<file path="config.mk">
export PLATFORM = sky130hd
export DESIGN_NAME = fetch_unit_flat
export DESIGN_NICKNAME = d
export VERILOG_FILES = /design/src/rtl/riscv_pkg.sv /design/src/rtl/fetch_unit_if.sv /design/src/rtl/flopenr.sv /design/src/rtl/fetch_unit.sv /design/src/flat_wrapper.sv
export SDC_FILE = /design/constraint.sdc
export NUM_CORES = 1
export LEC_CHECK = 0
export ABC_AREA = 1
export ABC_CLOCK_PERIOD_IN_PS = 5100
export BUFFER_PORTS_ARGS = -buffer_cell sky130_fd_sc_hd__buf_4
export CORE_MARGIN = 5
export CORE_UTILIZATION = 51
export DETAILED_ROUTE_END_ITERATION = 10
export GPL_ROUTABILITY_DRIVEN = 0
export PLACE_DENSITY = 0.89
export SYNTH_ARGS = -nofsm -noshare
export SYNTH_HDL_FRONTEND = slang
export SYNTH_SLANG_ARGS = --single-unit
</file>
<file path="constraint.sdc">
create_clock -name clk -period 5.1 [get_ports clk]
set_clock_uncertainty 0.2 [all_clocks]
set_input_delay 1.275 -clock clk [delete_from_list [all_inputs] [get_ports clk]]
set_output_delay 1.275 -clock clk [all_outputs]
set_load 0.05 [all_outputs]
</file>
<file path="src/rtl/riscv_pkg.sv">
// Shared fetch-stage types: FSM state, reset PC and base RV32I opcodes.
// No logic; latency and backpressure do not apply.
package riscv_pkg;

  typedef enum logic [1:0] {
    BOOT  = 2'd0,
    FETCH = 2'd1,
    ISSUE = 2'd2,
    HALT  = 2'd3
  } fetch_state_t;

  localparam logic [31:0] RESET_PC_DEFAULT = 32'h0000_0000;

  localparam logic [6:0] OP_LOAD   = 7'h03;
  localparam logic [6:0] OP_IMM    = 7'h13;
  localparam logic [6:0] OP_AUIPC  = 7'h17;
  localparam logic [6:0] OP_STORE  = 7'h23;
  localparam logic [6:0] OP_REG    = 7'h33;
  localparam logic [6:0] OP_LUI    = 7'h37;
  localparam logic [6:0] OP_BRANCH = 7'h63;
  localparam logic [6:0] OP_JALR   = 7'h67;
  localparam logic [6:0] OP_JAL    = 7'h6F;
  localparam logic [6:0] OP_SYSTEM = 7'h73;

  function automatic logic is_word_aligned(input logic [31:0] addr);
    return addr[1:0] == 2'b00;
  endfunction

endpackage

</file>
<file path="src/rtl/fetch_unit_if.sv">
// Instruction-memory request/acknowledge bus between fetch and imem.
// Request held until ack; imem stalls fetch simply by withholding ack.
interface fetch_unit_if;
  logic        imem_req;
  logic [31:0] imem_addr;
  logic        imem_ack;
  logic [31:0] imem_rdata;

  modport master (output imem_req, imem_addr, input imem_ack, imem_rdata);
  modport slave  (input imem_req, imem_addr, output imem_ack, imem_rdata);
endinterface

</file>
<file path="src/rtl/flopenr.sv">
// Enabled register with synchronous active-high reset to RESET_VAL.
// One-cycle latency; holds its value whenever en is low.
module flopenr #(
  parameter int               WIDTH     = 8,
  parameter logic [WIDTH-1:0] RESET_VAL = '0
) (
  input  logic             clk,
  input  logic             reset,
  input  logic             en,
  input  logic [WIDTH-1:0] d,
  output logic [WIDTH-1:0] q
);

  always_ff @(posedge clk) begin
    if (reset)   q <= RESET_VAL;
    else if (en) q <= d;
  end

endmodule

</file>
<file path="src/rtl/fetch_unit.sv">
// Single-outstanding instruction fetch: BOOT -> FETCH -> ISSUE -> FETCH, HALT on misaligned target.
// Ack-to-valid latency 1 cycle; imem stalls via ack, execute stalls by withholding retire.
module fetch_unit
  import riscv_pkg::*;
#(
  parameter logic [31:0] RESET_PC    = RESET_PC_DEFAULT,
  parameter int          STALL_CNT_W = 16
) (
  input  logic                   clk,
  input  logic                   reset,
  fetch_unit_if.master           imem,
  output logic                   instr_valid,
  output logic [31:0]            instr,
  output logic [31:0]            pc,
  output logic [31:0]            pc_plus4,
  output logic [6:0]             op,
  output logic [2:0]             funct3,
  output logic                   funct7b5,
  input  logic                   retire,
  input  logic                   PCSrc,
  input  logic [31:0]            PCTarget,
  output logic                   misalign_err,
  output logic [STALL_CNT_W-1:0] stall_cnt
);

  fetch_state_t state, state_nxt;

  logic        retire_now;
  logic        bad_target;
  logic        pc_en;
  logic [31:0] pc_nxt;
  logic        ack_now;

  assign retire_now = (state == ISSUE) && retire;
  assign bad_target = PCSrc && !is_word_aligned(PCTarget);
  assign pc_en      = retire_now && !bad_target;
  assign pc_plus4   = pc + 32'd4;
  assign pc_nxt     = PCSrc ? PCTarget : pc_plus4;
  assign ack_now    = (state == FETCH) && imem.imem_ack;

  flopenr #(
    .WIDTH     (32),
    .RESET_VAL (RESET_PC)
  ) u_pc (
    .clk   (clk),
    .reset (reset),
    .en    (pc_en),
    .d     (pc_nxt),
    .q     (pc)
  );

  always_ff @(posedge clk) begin
    if (reset) state <= BOOT;
    else       state <= state_nxt;
  end

  always_comb begin
    state_nxt     = state;
    imem.imem_req = 1'b0;
    instr_valid   = 1'b0;
    case (state)
      BOOT:  state_nxt = FETCH;
      FETCH: begin
        imem.imem_req = 1'b1;
        if (imem.imem_ack) state_nxt = ISSUE;
      end
      ISSUE: begin
        instr_valid = 1'b1;
        if (retire) state_nxt = bad_target ? HALT : FETCH;
      end
      HALT:    state_nxt = HALT;
      default: state_nxt = BOOT;
    endcase
  end

  assign imem.imem_addr = pc;

  always_ff @(posedge clk) begin
    if (reset) begin
      instr        <= '0;
      misalign_err <= 1'b0;
      stall_cnt    <= '0;
    end else begin
      if (ack_now) instr <= imem.imem_rdata;
      if (retire_now && bad_target) misalign_err <= 1'b1;
      // saturate rather than wrap so a long stall never reads as a short one
      if ((state == FETCH) && !imem.imem_ack && (stall_cnt != '1))
        stall_cnt <= stall_cnt + 1'b1;
    end
  end

  assign op       = instr[6:0];
  assign funct3   = instr[14:12];
  assign funct7b5 = instr[30];

endmodule

</file>
<file path="src/flat_wrapper.sv">
// flat-port wrapper written by rule: the top's interface ports become plain ports
module fetch_unit_flat import riscv_pkg::*;
#(
  parameter logic [31:0] RESET_PC    = RESET_PC_DEFAULT,
  parameter int          STALL_CNT_W = 16
)
  (clk, reset, instr_valid, instr, pc, pc_plus4, op, funct3, funct7b5, retire, PCSrc, PCTarget, misalign_err, stall_cnt, imem_imem_req, imem_imem_addr, imem_imem_ack, imem_imem_rdata);
  fetch_unit_if imem_i ();
  input  logic clk;
  input  logic reset;
  output logic instr_valid;
  output logic [31:0] instr;
  output logic [31:0] pc;
  output logic [31:0] pc_plus4;
  output logic [6:0] op;
  output logic [2:0] funct3;
  output logic funct7b5;
  input  logic retire;
  input  logic PCSrc;
  input  logic [31:0] PCTarget;
  output logic misalign_err;
  output logic [STALL_CNT_W-1:0] stall_cnt;
  output wire logic [$bits(imem_i.imem_req)-1:0] imem_imem_req;
  output wire logic [$bits(imem_i.imem_addr)-1:0] imem_imem_addr;
  input wire logic [$bits(imem_i.imem_ack)-1:0] imem_imem_ack;
  input wire logic [$bits(imem_i.imem_rdata)-1:0] imem_imem_rdata;
  assign imem_imem_req = imem_i.imem_req;
  assign imem_imem_addr = imem_i.imem_addr;
  assign imem_i.imem_ack = imem_imem_ack;
  assign imem_i.imem_rdata = imem_imem_rdata;
  fetch_unit #(.RESET_PC(RESET_PC), .STALL_CNT_W(STALL_CNT_W)) u_core (.clk(clk), .reset(reset), .imem(imem_i), .instr_valid(instr_valid), .instr(instr), .pc(pc), .pc_plus4(pc_plus4), .op(op), .funct3(funct3), .funct7b5(funct7b5), .retire(retire), .PCSrc(PCSrc), .PCTarget(PCTarget), .misalign_err(misalign_err), .stall_cnt(stall_cnt));
endmodule
</file>
Yosys cells after proc, flatten, opt, wreduce, memory -nomap -nowiden
Cells that the tools add are included.
Operators by class
  eq/ne operators: 6
  reduce and logical (&&, ||, !) cells: 13
  add/sub/neg operators: 2
  mux-type cells: 7
Operators with widths (count)
  32-bit by 3-bit adder with 32-bit output (second input constant): 1
  32-bit 2-to-1 mux: 1
  16-bit by 1-bit adder with 16-bit output (second input constant): 1
  16-bit != test (second input constant): 1
  2-bit case mux with 4 select lines: 1
  1-bit logical AND: 7
  2-bit 2-to-1 mux: 3
  2-bit equality test (second input constant): 2
  2-bit logical NOT: 2
  2-bit != test (second input constant): 2
  1-bit logical NOT: 3
  2-bit by 1-bit equality test with 1-bit output (second input constant): 1
  1-bit 2-to-1 mux: 2
  2-bit AND reduction: 1
Word-level totals
  bits of input ports: 69
  output and inout bits: 158
  register bits: 83
  word-level logic and storage cells: 33

Depth between registers and ports, before layout
Gate-level depths: netlist (run 1).
  word-level depth: 6
  mapped depth: 11
  gate-level depth less buffers: 10

Modules after synthesis
A second synthesis (run 1) with hierarchy kept.
Second synthesis, totals
  cells, all modules: 833
  area, all modules: 5129.9 um2
By module, submodules not included
  fetch_unit: seq. area each 1021.0 um2, area an instance 3791.1 um2, cells each 630, instances 1
  flopenr: seq. area each 640.6 um2, area an instance 1338.8 um2, cells each 203, instances 1

Worst setup path after synthesis (run 1)
Ideal clock, no wire load.
  path kind: reg-to-output
  start: register u_core.u_pc.q[2]
  end: output port pc_plus4[9]
  slack: 1.306 ns
  stages on the path, launching flop included: 5
  data arrival time: 2.319 ns
  data required time: 3.625 ns
  path buffers: 0
  path through: dfxtp_1 inv_1 nor2_4 nand2_4 xnor2_1
Between the ends
  word-level cells in the longest chain between the ends: 1
RTL lines
  start, declared: line flopenr.sv:11  | output logic [WIDTH-1:0] q
  start signal, assigned: line flopenr.sv:15  | if (reset) q <= RESET_VAL;
  start signal, assigned: line flopenr.sv:16  | else if (en) q <= d;
  32-bit by 3-bit adder with 32-bit output: line fetch_unit.sv:37  | assign pc_plus4 = pc + 32'd4;
  end, declared: line flat_wrapper.sv:14  | output logic [31:0] pc_plus4;
No other way between the ends.

Worst setup path in the final report (run 1)
  start: register u_core.u_pc.q[14]
  end: output port pc_plus4[21]
The elaborated chain is that of the path after synthesis.

==> results of run 1 <==
==> cells in the mapped netlist <==
| master | n |
|---|---|
| a21oi_1 | 43 |
| a22oi_1 | 24 |
| a31oi_1 | 3 |
| and2_1 | 4 |
| buf_2 | 5 |
| buf_4 | 45 |
| buf_6 | 5 |
| clkbuf_1 | 13 |
| clkbuf_8 | 2 |
| dfxtp_1 | 83 |
| ha_1 | 2 |
| inv_1 | 46 |
| inv_2 | 3 |
| nand2_1 | 157 |
| nand2_2 | 11 |
| nand2_4 | 2 |
| nand3_1 | 19 |
| nand3b_1 | 6 |
| nand4_1 | 4 |
| nor2_1 | 113 |
| nor2_2 | 8 |
| nor2_4 | 12 |
| nor2_8 | 1 |
| nor3_1 | 9 |
| o21ai_0 | 42 |
| o21ai_1 | 1 |
| o21ai_4 | 1 |
| xnor2_1 | 5 |
| xor2_1 | 8 |
| xor2_2 | 8 |
==> metal layers <==
layer	global-route usage, %	vias to the layer above
met5	0	-
met4	6.575	0
met3	7.827	12
met2	43.43	214
met1	26.89	2236
li1	-	2476
==> worst max-delay path, stage by stage (launching register included) <==
cell and delay, ns:
dfxtp_1 0.49, nand2_1 0.14, nor2_1 0.24, nand2_1 0.14, nor2_4 0.20, nand3_1 0.12, and2_1 0.17, buf_4 0.18
==> area by class of cell <==
class                           instances  area share [%]
Multi-Input combinational cell        483           38.75
Timing Repair Buffer                  228           26.96
Sequential cell                        83           26.17
Inverter                               49           2.897
Clock buffer                           11           2.227
Tap cell                              111           2.188
Clock inverter                          4          0.8080
==> metrics by stage <==
stage          total power [mW]  area (sq um)  utilization (%)
3_3_place_gp              1.035          6156            66.94
4_1_cts                   1.504          6349            69.03
2_1_floorplan            0.9300          4801                -
5_1_grt                   1.556          6349            69.03
3_5_place_dp              1.039          6156            66.94
6_report                  1.491          6349            69.03
==> state kept, by name, indices dropped and copies added (netlist names) <==
name and cells:
u_core.stall_cnt 16, u_core.state 2, u_core.u_pc.q 32, u_core.instr 32, u_core.misalign_err 1
==> cells in the final DEF (no fill, tap or decap) <==
cell type   Yosys  routed
a21oi_1        43      43
a22oi_1        24      24
a31oi_1         3       3
and2_1          4       4
buf_4          45     228
bufinv_16       0       1
clkbuf_1       13       1
clkbuf_8        2      10
clkinv_2        0       1
clkinv_4        0       1
clkinvlp_4      0       1
dfxtp_1        83      83
ha_1            2       2
inv_1          46      46
inv_2           3       3
nand2_1       157     157
nand2_2        11      11
nand2_4         2       2
nand3_1        19      19
nand3b_1        6       6
nand4_1         4       4
nor2_1        113     113
nor2_2          8       8
nor2_4         12      12
nor2_8          1       1
nor3_1          9       9
o21ai_0        42      42
o21ai_1         1       1
o21ai_4         1       1
xnor2_1         5       5
xor2_1          8       8
xor2_2          8       8
==> path summary, 6_finish.rpt <==
check,start,to,cells after the start
setup / recovery,u_core.u_pc.q[14],pc_plus4[21],7
hold / removal,u_core.misalign_err,u_core.misalign_err,2
setup reg to reg,u_core.state[0],u_core.u_pc.q[22],8
hold reg to reg,u_core.misalign_err,u_core.misalign_err,2
==> cell families after synthesis <==
kind of cell	Yosys count
adders and majority gates	2
xor gates and xnor gates	21
DFF	83
buffers and inverters	119
AOI/OAI and AO/OA	114
and+or+nand+nor	346
==> power by group through the flow <==
stage               Combinational, mW  Clock (mW)  Sequential (mW)
floorplan                       0.138           0            0.792
global route                    0.347       0.509            0.700
finish                          0.326       0.468            0.696
detailed placement              0.328           0            0.710
CTS                             0.329       0.480            0.696
global placement                0.325           0            0.710
==> out/results.tsv, run 1 <==
stage	metric	value	unit
sta	hold_ws	0.3041	ns
power_and_ir_drop	power.switching	475.0	uW
route	drt_iter0_markers	230	
final_layout	fin_nets	925	
run	maxCapViolations	0	
place	dp.cells	954	
synth	synthesis.area	4801	sq um
power_and_ir_drop	power_frac_clock	31.4	%
clocking	cts_max_level	3	
final_layout	antenna_cells	0	
global_routing	grt_first_pass_wirelength	22470	um
place	port-buffer-count	226	
global_routing	grt_max_degree	46	
sta	fin_crit_sh	68.87	%
route	firstDrtPassIters	5	
synth	synth_compound_area_share	13.45	%
route	top_layer	met4	
global_routing	grt.overflow.total	0	
floorplanning	core_area	9196	sq um
power_and_ir_drop	vdd_drop_max	0.1964	mV
power_and_ir_drop	power_frac_seq	46.7	%
run_status	status	finished clean	
power_and_ir_drop	p_per_area	234.8	nW/um^2
synth	synth_top_family_by_area	simple AND/OR/NAND/NOR gates	
place	dp_slack	1.545	ns
route	drc_errors	0	
critical_path	crit_arrival	2.04	ns
min_path	hold_path.class	flop to flop	
synth	ys_top_cells_by_area	dfxtp_1, nand2_1, nor2_1	
final_layout	syn_to_final_growth	32.24	%
sta	tightest_slew	1.147	ns
clocking	ctsRootBufferMaster	clkbuf_8	
final_layout	drive_gt1_share	33.57	%
global_routing	antenna_found_initial	0	
global_routing	grtUsageTotal	24.03	%
sta	setup_viol	0	
floorplanning	start_util	52.20	%
critical_path	cp-end-kind	primary output	
sta	slew_headroom	23.43	%
final_layout	fillers	808	
final_layout	final_cell_count_no_fill	969	
route	met1_length	5366	um
route	via_per_inst	5.096	
floorplanning	die_h	107.0	um
synth	synth.yosys.seq_area_share	34.61	%
route	wl_per_cell	14.50	um
synth	synth_top_cell_area_share	34.61	%
sta	worst_slack	1.588	ns
synth	synthDistinctLibCells	30	
clocking	cts_resized	0	
clocking	cts.sinks	83	
floorplanning	die_w	107.0	um
critical_path	criticalPathCategory	flop to primary output	
power_and_ir_drop	switching_share	31.86	%
global_routing	first_global_vias	4654	
power_and_ir_drop	intPower	1.016	mW
floorplanning	row_count	35	
clocking	clk_pin_slew	0.08	ns
critical_path	cp_max_fo	6	
place	dpl.hpwl	10890	um
synth	synthCells	685	
power_and_ir_drop	leakage	2.957	nW
sta	maxSlewViolCount	0	
floorplanning	dieArea	11450	sq um
synth	avgSynthCellArea	7.009	sq um
clocking	clk_path_buf_depth	2	
synth	synth.area.mux_share	0	%
route	route.met3.wl	1408	um
synth	ys_ff_latch	83	
synth	synth-xor-area-share	5.082	%
route	final_antenna_net_count	0	
sta	fmax	0.2847	GHz
critical_path	r2r_slack	2.54	ns
synth	synthSimpleGateAreaFrac	32.19	%
sta	setup_tns	0	ns
synth	synth_top_cell_by_area	dfxtp_1	
synth	ys_warn_count	0	
sta	rsz0062_at_grt	false	
sta	hold_viol_final	0	
final_layout	final-seq-area	1662	sq um
critical_path	cp.required	3.62	ns
clocking	holdBufCountCts	0	
clocking	clk_latency	0.34	ns
clocking	post_cts_buffers	0	
floorplanning	pin_count	227	
route	via_count	4938	
sta	fin_crit	3.512	ns
final_layout	multi_input_area	2460	sq um
route	routed_wl	14050	um
power_and_ir_drop	power_frac_comb	21.9	%
clocking	cts_buffers	9	
route	wl_met2	7091	um
critical_path	startpoint_type	flop	
clocking	cts_tree	done	
synth	syn_nets	756	
synth	yosys.area_share.adder	0.5212	%
Note: power is estimated with default switching activity, not from simulation.
==> run 2: changes to the inputs <==
--- a/config.mk
+++ b/config.mk
@@ -6,13 +6,13 @@
 export NUM_CORES = 1
 export LEC_CHECK = 0
 export ABC_AREA = 1
-export ABC_CLOCK_PERIOD_IN_PS = 5100
+export ABC_CLOCK_PERIOD_IN_PS = 3000
 export BUFFER_PORTS_ARGS = -buffer_cell sky130_fd_sc_hd__buf_4
 export CORE_MARGIN = 5
-export CORE_UTILIZATION = 51
+export CORE_UTILIZATION = 43
 export DETAILED_ROUTE_END_ITERATION = 10
 export GPL_ROUTABILITY_DRIVEN = 0
-export PLACE_DENSITY = 0.89
+export PLACE_DENSITY = 0.8
 export SYNTH_ARGS = -nofsm -noshare
 export SYNTH_HDL_FRONTEND = slang
 export SYNTH_SLANG_ARGS = --single-unit
==> constraint.sdc (replaced) <==
create_clock -name clk -period 3 [get_ports clk]
set_clock_uncertainty 0.2 [all_clocks]
set_input_delay 0.75 -clock clk [delete_from_list [all_inputs] [get_ports clk]]
set_output_delay 0.75 -clock clk [all_outputs]
set_load 0.05 [all_outputs]
==> run 2 against run 1 <==
Compared with the run above: first-iteration DRC count rose by 31%; clock power increased by 84%; largest power group unchanged; critical path type unchanged; critical path depth is the same; largest cell class unchanged; power increased by 75%; wire length up 5.0%.
==> out/results.tsv, run 2 (synthesis gave the netlist of run 1 again) <==
stage	metric	value	unit
run_status	status	finished clean	
sta	fmax	0.3493	GHz
global_routing	grtUsageMet2	37.50	%
route	via_per_inst	4.939	
power_and_ir_drop	vdd_drop_max	0.2879	mV
critical_path	crit_arrival	1.91	ns
sta	fin_crit	2.863	ns
place	dp.cells	992	
floorplanning	pin_count	227	
final_layout	syn_to_final_growth	35.50	%
floorplanning	start_util	44.09	%
sta	hold_viol_final	0	
route	firstDrtPassIters	4	
critical_path	criticalPathCategory	flop to primary output	
final_layout	fillers	1030	
power_and_ir_drop	p_per_area	400.8	nW/um^2
clocking	cts_buffers	9	
route	wl_per_cell	14.64	um
final_layout	antenna_cells	0	
critical_path	cp_cell_sequence	nand2_2, nor2_4, nand2_4, nor2_4, nand3_1, and2_1, buf_4	
sta	rsz0062_at_grt	false	
place	port-buffer-count	226	
power_and_ir_drop	leakage	3.032	nW
clocking	cts_max_level	3	
floorplanning	die_h	115.7	um
clocking	clk_path_buf_depth	2	
sta	hold_ws	0.2760	ns
clocking	holdBufCountCts	0	
global_routing	grtUsageTotal	21.49	%
sta	maxSlewViolCount	0	
clocking	clk_pin_slew	0.10	ns
final_layout	final_common_cell	buf_4	
sta	setup_viol	0	
critical_path	crit_buf_inv	1	
global_routing	grt.overflow.total	0	
global_routing	antenna_found_initial	0	
min_path	hold_path.class	flop to flop	
floorplanning	die_w	115.7	um
place	dp_slack	0.4634	ns
place	dpl.hpwl	11230	um
final_layout	final_cell_count_no_fill	1008	
global_routing	first_global_vias	4730	
route	drt_iter0_markers	301	
clocking	cts.sinks	83	
sta	slew_headroom	61.22	%
critical_path	startpoint_type	flop	
clocking	cts_tree	done	
sta	tightest_slew	0.5810	ns
sta	setup_tns	0	ns
floorplanning	row_count	38	
clocking	ctsRootBufferMaster	clkbuf_8	
global_routing	grtUsageMet3	6.475	%
sta	worst_slack	0.1371	ns
route	via_count	4979	
critical_path	critical_path.max_stage_delay	0.52	ns
final_layout	final_cell_mix	buf_4, nand2_1, nor2_1, dfxtp_1, inv_1	
clocking	clk_latency	0.36	ns
critical_path	cp_max_fo	7	
final_layout	fin_nets	934	
clocking	post_cts_buffers	0	
critical_path	crit_path_frequent_cell	nor2_4	
final_layout	reg.largest.list	u_core.instr (32), u_core.u_pc.q (32), u_core.stall_cnt (16)	
route	routed_wl	14760	um
critical_path	cp-end-kind	primary output	
final_layout	final_util	59.74	%
global_routing	grt_first_pass_wirelength	23090	um
critical_path	cp.required	2.05	ns
route	final_antenna_net_count	0	
run	maxCapViolations	0	
global_routing	grt.busiest_layer	met2	
floorplanning	core_area	10890	sq um
sta	fin_crit_sh	95.43	%
global_routing	grt_max_degree	45	
route	drc_errors	0	
final_layout	drive_gt1_share	36.29	%
critical_path	crit_family	simple AND/OR/NAND/NOR gates	
floorplanning	dieArea	13380	sq um
global_routing	globalRouteMet1Util	25.22	%
critical_path	slowest_stage	dfxtp_1	
==> run 2: cell count changes in the layout (fill, tap and decap cells not counted), sizes merged <==
cell / change
buf: +9
clkinv: -1
inv: +3
clkinvlp: +1
clkbuf: -2
==> run 2: final cells by class <==
class / instances / area (sq um) / area share, %
clock buffer: 9 / 123.9 / 1.904
clock inverter: 7 / 82.58 / 1.269
inverter: 49 / 187.7 / 2.885
multi-input combinational: 483 / 2477 / 38.08
sequential: 83 / 1679 / 25.81
tap: 140 / 175.2 / 2.693
timing repair buffer: 237 / 1779 / 27.35
==> run 2: path summary, 6_finish.rpt <==
kind,to,cells after the start,slack (ns),startpoint
setup / recovery,pc_plus4[23],7,0.14,u_core.u_pc.q[5]
hold / removal,u_core.misalign_err,2,0.28,u_core.misalign_err
setup reg to reg,u_core.stall_cnt[6],10,0.87,u_core.stall_cnt[0]
hold reg to reg,u_core.misalign_err,2,0.28,u_core.misalign_err
==> run 2: metal layers <==
| layer | part of all wire [%] | routed length (um) |
|---|---|---|
| met2 | 48 | 7066 |
| met4 | 1.8 | 265 |
| met3 | 11 | 1582 |
| met1 | 40 | 5841 |
| met5 | 0 | 0 |
==> run 2: through the flow <==
step	cell area (sq um)	total power [mW]
5_1_grt	6505	2.726
2_1_floorplan	4821	1.582
3_5_place_dp	6280	1.771
6_report	6505	2.607
3_3_place_gp	6280	1.768
4_1_cts	6486	2.641
==> run 2: where the power goes <==
part | leakage, nW | internal (mW) | total (mW) | switching (mW)
clock network | 0.104 | 0.401 | 0.863 | 0.462
registers | 0.681 | 1.15 | 1.18 | 0.0365
logic | 2.25 | 0.182 | 0.562 | 0.380
total | 3.03 | 1.73 | 2.61 | 0.878
==> run 2: worst reg2reg max path, stage by stage, from the launching register on <==
cell	delay (ns)
dfxtp_1	0.38
ha_1	0.26
nand2_2	0.10
inv_2	0.04
nand2_2	0.07
inv_2	0.05
nand2_2	0.10
nor2_1	0.07
nor2_2	0.45
o21ai_0	0.20
a21oi_1	0.15
==> run 2: timing repair <==
item,in CTS,in global routing
endpoints found under the setup margin,0,13
resized for setup,0,13
endpoints found under the hold margin,0,0
==> run 3: changes to the inputs <==
--- a/config.mk
+++ b/config.mk
@@ -9,10 +9,11 @@
 export ABC_CLOCK_PERIOD_IN_PS = 3000
 export BUFFER_PORTS_ARGS = -buffer_cell sky130_fd_sc_hd__buf_4
 export CORE_MARGIN = 5
-export CORE_UTILIZATION = 43
+export CORE_UTILIZATION = 44
 export DETAILED_ROUTE_END_ITERATION = 10
 export GPL_ROUTABILITY_DRIVEN = 0
 export PLACE_DENSITY = 0.8
 export SYNTH_ARGS = -nofsm -noshare
 export SYNTH_HDL_FRONTEND = slang
+export SYNTH_HIERARCHICAL = 1
 export SYNTH_SLANG_ARGS = --single-unit
==> run 3 against run 2 <==
Compared with the run above: first-iteration DRC count down 18%; critical endpoint unchanged; register-to-register slack improved by 0.12 ns; area after synthesis up 6.9%; largest cell class unchanged; die area rose by 4.0%; sequential power about the same; non-clock buffer count is 1 lower; combinational power is 43% higher.
==> out/results.tsv, run 3 <==
stage	metric	value	unit
synth	synthesis.area	5130	sq um
critical_path	cp-end-kind	primary output	
critical_path	cp.required	2.05	ns
place	dp_slack	0.4054	ns
sta	tightest_slew	0.6247	ns
global_routing	grt_first_pass_wirelength	24420	um
final_layout	drive_gt1_share	29.21	%
sta	hold_ws	0.2744	ns
clocking	clk_latency	0.34	ns
min_path	hold_path.class	flop to flop	
clocking	clk_path_buf_depth	2	
clocking	cts_max_level	3	
clocking	post_cts_buffers	0	
synth	ys_top_cells_by_area	dfxtp_1, nand2_1, nor2_1	
critical_path	criticalPathCategory	flop to primary output	
sta	fmax	0.3427	GHz
critical_path	crit_arrival	1.97	ns
synth	synth_flop_cell	dfxtp_1	
route	via_count	5389	
clocking	cts_tree	done	
sta	hold_viol_final	0	
sta	fin_crit	2.918	ns
sta	setup_viol	0	
clocking	ctsRootBufferMaster	clkbuf_16	
synth	synthTopCellsByCount	nand2_1, nor2_1, dfxtp_1	
route	final_antenna_net_count	0	
synth	synthCells	833	
final_layout	fin_area	6975	sq um
synth	synth_top_cell_by_area	dfxtp_1	
clocking	holdBufCountCts	0	
final_layout	final_cell_mix	nand2_1, buf_4, nor2_1, dfxtp_1, inv_1	
sta	worst_slack	0.08234	ns
run_status	status	finished clean	
final_layout	fin_nets	1076	
power_and_ir_drop	leakage	3.526	nW
synth	synth_top_cell_area_share	32.39	%
synth	ys_ff_latch	83	
sta	setup_tns	0	ns
clocking	cts_resized	0	
route	drc_errors	0	
synth	yosysMostFrequentCell	nand2_1	
final_layout	syn_to_final_growth	35.98	%
power_and_ir_drop	p_per_area	454.2	nW/um^2
synth	async_flop_share	0	%
place	port-buffer-count	226	
place	dp.cells	1137	
run	maxCapViolations	0	
place	dpl.hpwl	11240	um
sta	maxSlewViolCount	0	
floorplanning	dieArea	13920	sq um
route	routed_wl	14930	um
place	dpl-instance-area	6646	sq um
final_layout	final_cell_count_no_fill	1153	
global_routing	grt_max_degree	65	
floorplanning	row_count	39	
global_routing	antenna_found_initial	0	
route	drt_iter0_markers	246	
power_and_ir_drop	p_total	3.168	mW
synth	avgSynthCellArea	6.158	sq um
floorplanning	core_area	11420	sq um
synth	syn_nets	904	
sta	rsz0062_at_grt	false	
synth	synth_edf_count	0	
synth	synthDistinctLibCells	27	
final_layout	final_util	61.09	%
final_layout	antenna_cells	0	
floorplanning	pin_count	227	
critical_path	startpoint_type	flop	
final_layout	reg.largest.list	u_core/instr (32), u_core/u_pc/q (32), u_core/stall_cnt (16)	
route	wl_per_cell	12.95	um
synth	synth.yosys.seq_area_share	32.39	%
synth	ys_warn_count	6	
floorplanning	die_w	118.0	um
critical_path	cp_max_fo	6	
sta	fin_crit_sh	97.26	%
global_routing	first_global_vias	5152	
final_layout	fillers	1098	
global_routing	grt.overflow.total	0	
sta	slew_headroom	58.35	%
clocking	cts_buffers	9	
power_and_ir_drop	vdd_drop_max	0.3695	mV
final_layout	final_common_cell	nand2_1	
route	via_per_inst	4.674	
global_routing	grtUsageTotal	20.78	%
clocking	cts.sinks	83	
route	firstDrtPassIters	4	
floorplanning	start_util	44.93	%
floorplanning	die_h	118.0	um
clocking	clk_pin_slew	0.07	ns
-- run 3: layer usage --
metal	track usage (%)	routed length, um	vias up
li1	-	-	2812
met1	22.87	5738	2366
met2	36.14	7437	191
met3	7.833	1430	20
met4	7.957	324	0
met5	0	0	-
-- run 3: worst paths after layout --
check	startpoint	to	slack [ns]	cells after the start
worst min-delay path	u_core/misalign_err	u_core/misalign_err	0.27	2
worst min register to register	u_core/misalign_err	u_core/misalign_err	0.27	2
worst max-delay path	u_core/u_pc/q[14]	pc_plus4[23]	0.08	7
worst max register to register	u_core/u_pc/q[14]	u_core/u_pc/q[31]	0.99	13
-- run 3: final cells by class --
class / instances / area [sq um] / area share (%)
Sequential cell: 83 / 1667 / 23.89
Clock buffer: 10 / 229.0 / 3.283
Tap cell: 143 / 178.9 / 2.565
Clock inverter: 6 / 73.82 / 1.058
Inverter: 71 / 270.3 / 3.874
Multi-Input combinational cell: 604 / 2785 / 39.93
Timing Repair Buffer: 236 / 1772 / 25.40
-- run 3: worst max-delay path, cell delays in order, from the launching register on --
cell and delay (ns):
dfxtp_1 0.48, nand2_1 0.13, nor2_1 0.23, nand2_1 0.13
nor2_4 0.22, nand3b_1 0.12, nand2_1 0.11, buf_4 0.20
-- run 3: cell families (layout without fill, tap and decap cells) --
group | count (synthesis) | after routing | share of synthesized area (%)
adders and majority gates | 2 | 2 | 0.4877
buffers and inverters | 146 | 323 | 15.51
and+or+nand+nor | 539 | 539 | 43.27
xor gates and xnor gates | 15 | 15 | 3.585
AOI/OAI and AO/OA | 48 | 48 | 4.756
DFF | 83 | 83 | 32.39
-- run 3: where the power goes --
part / total, mW / internal [mW] / switching, mW / leakage [nW]
Clock: 1.15 / 0.656 / 0.495 / 0.141
Sequential: 1.21 / 1.16 / 0.0563 / 0.678
Combinational: 0.803 / 0.256 / 0.547 / 2.71
Total: 3.17 / 2.07 / 1.10 / 3.53
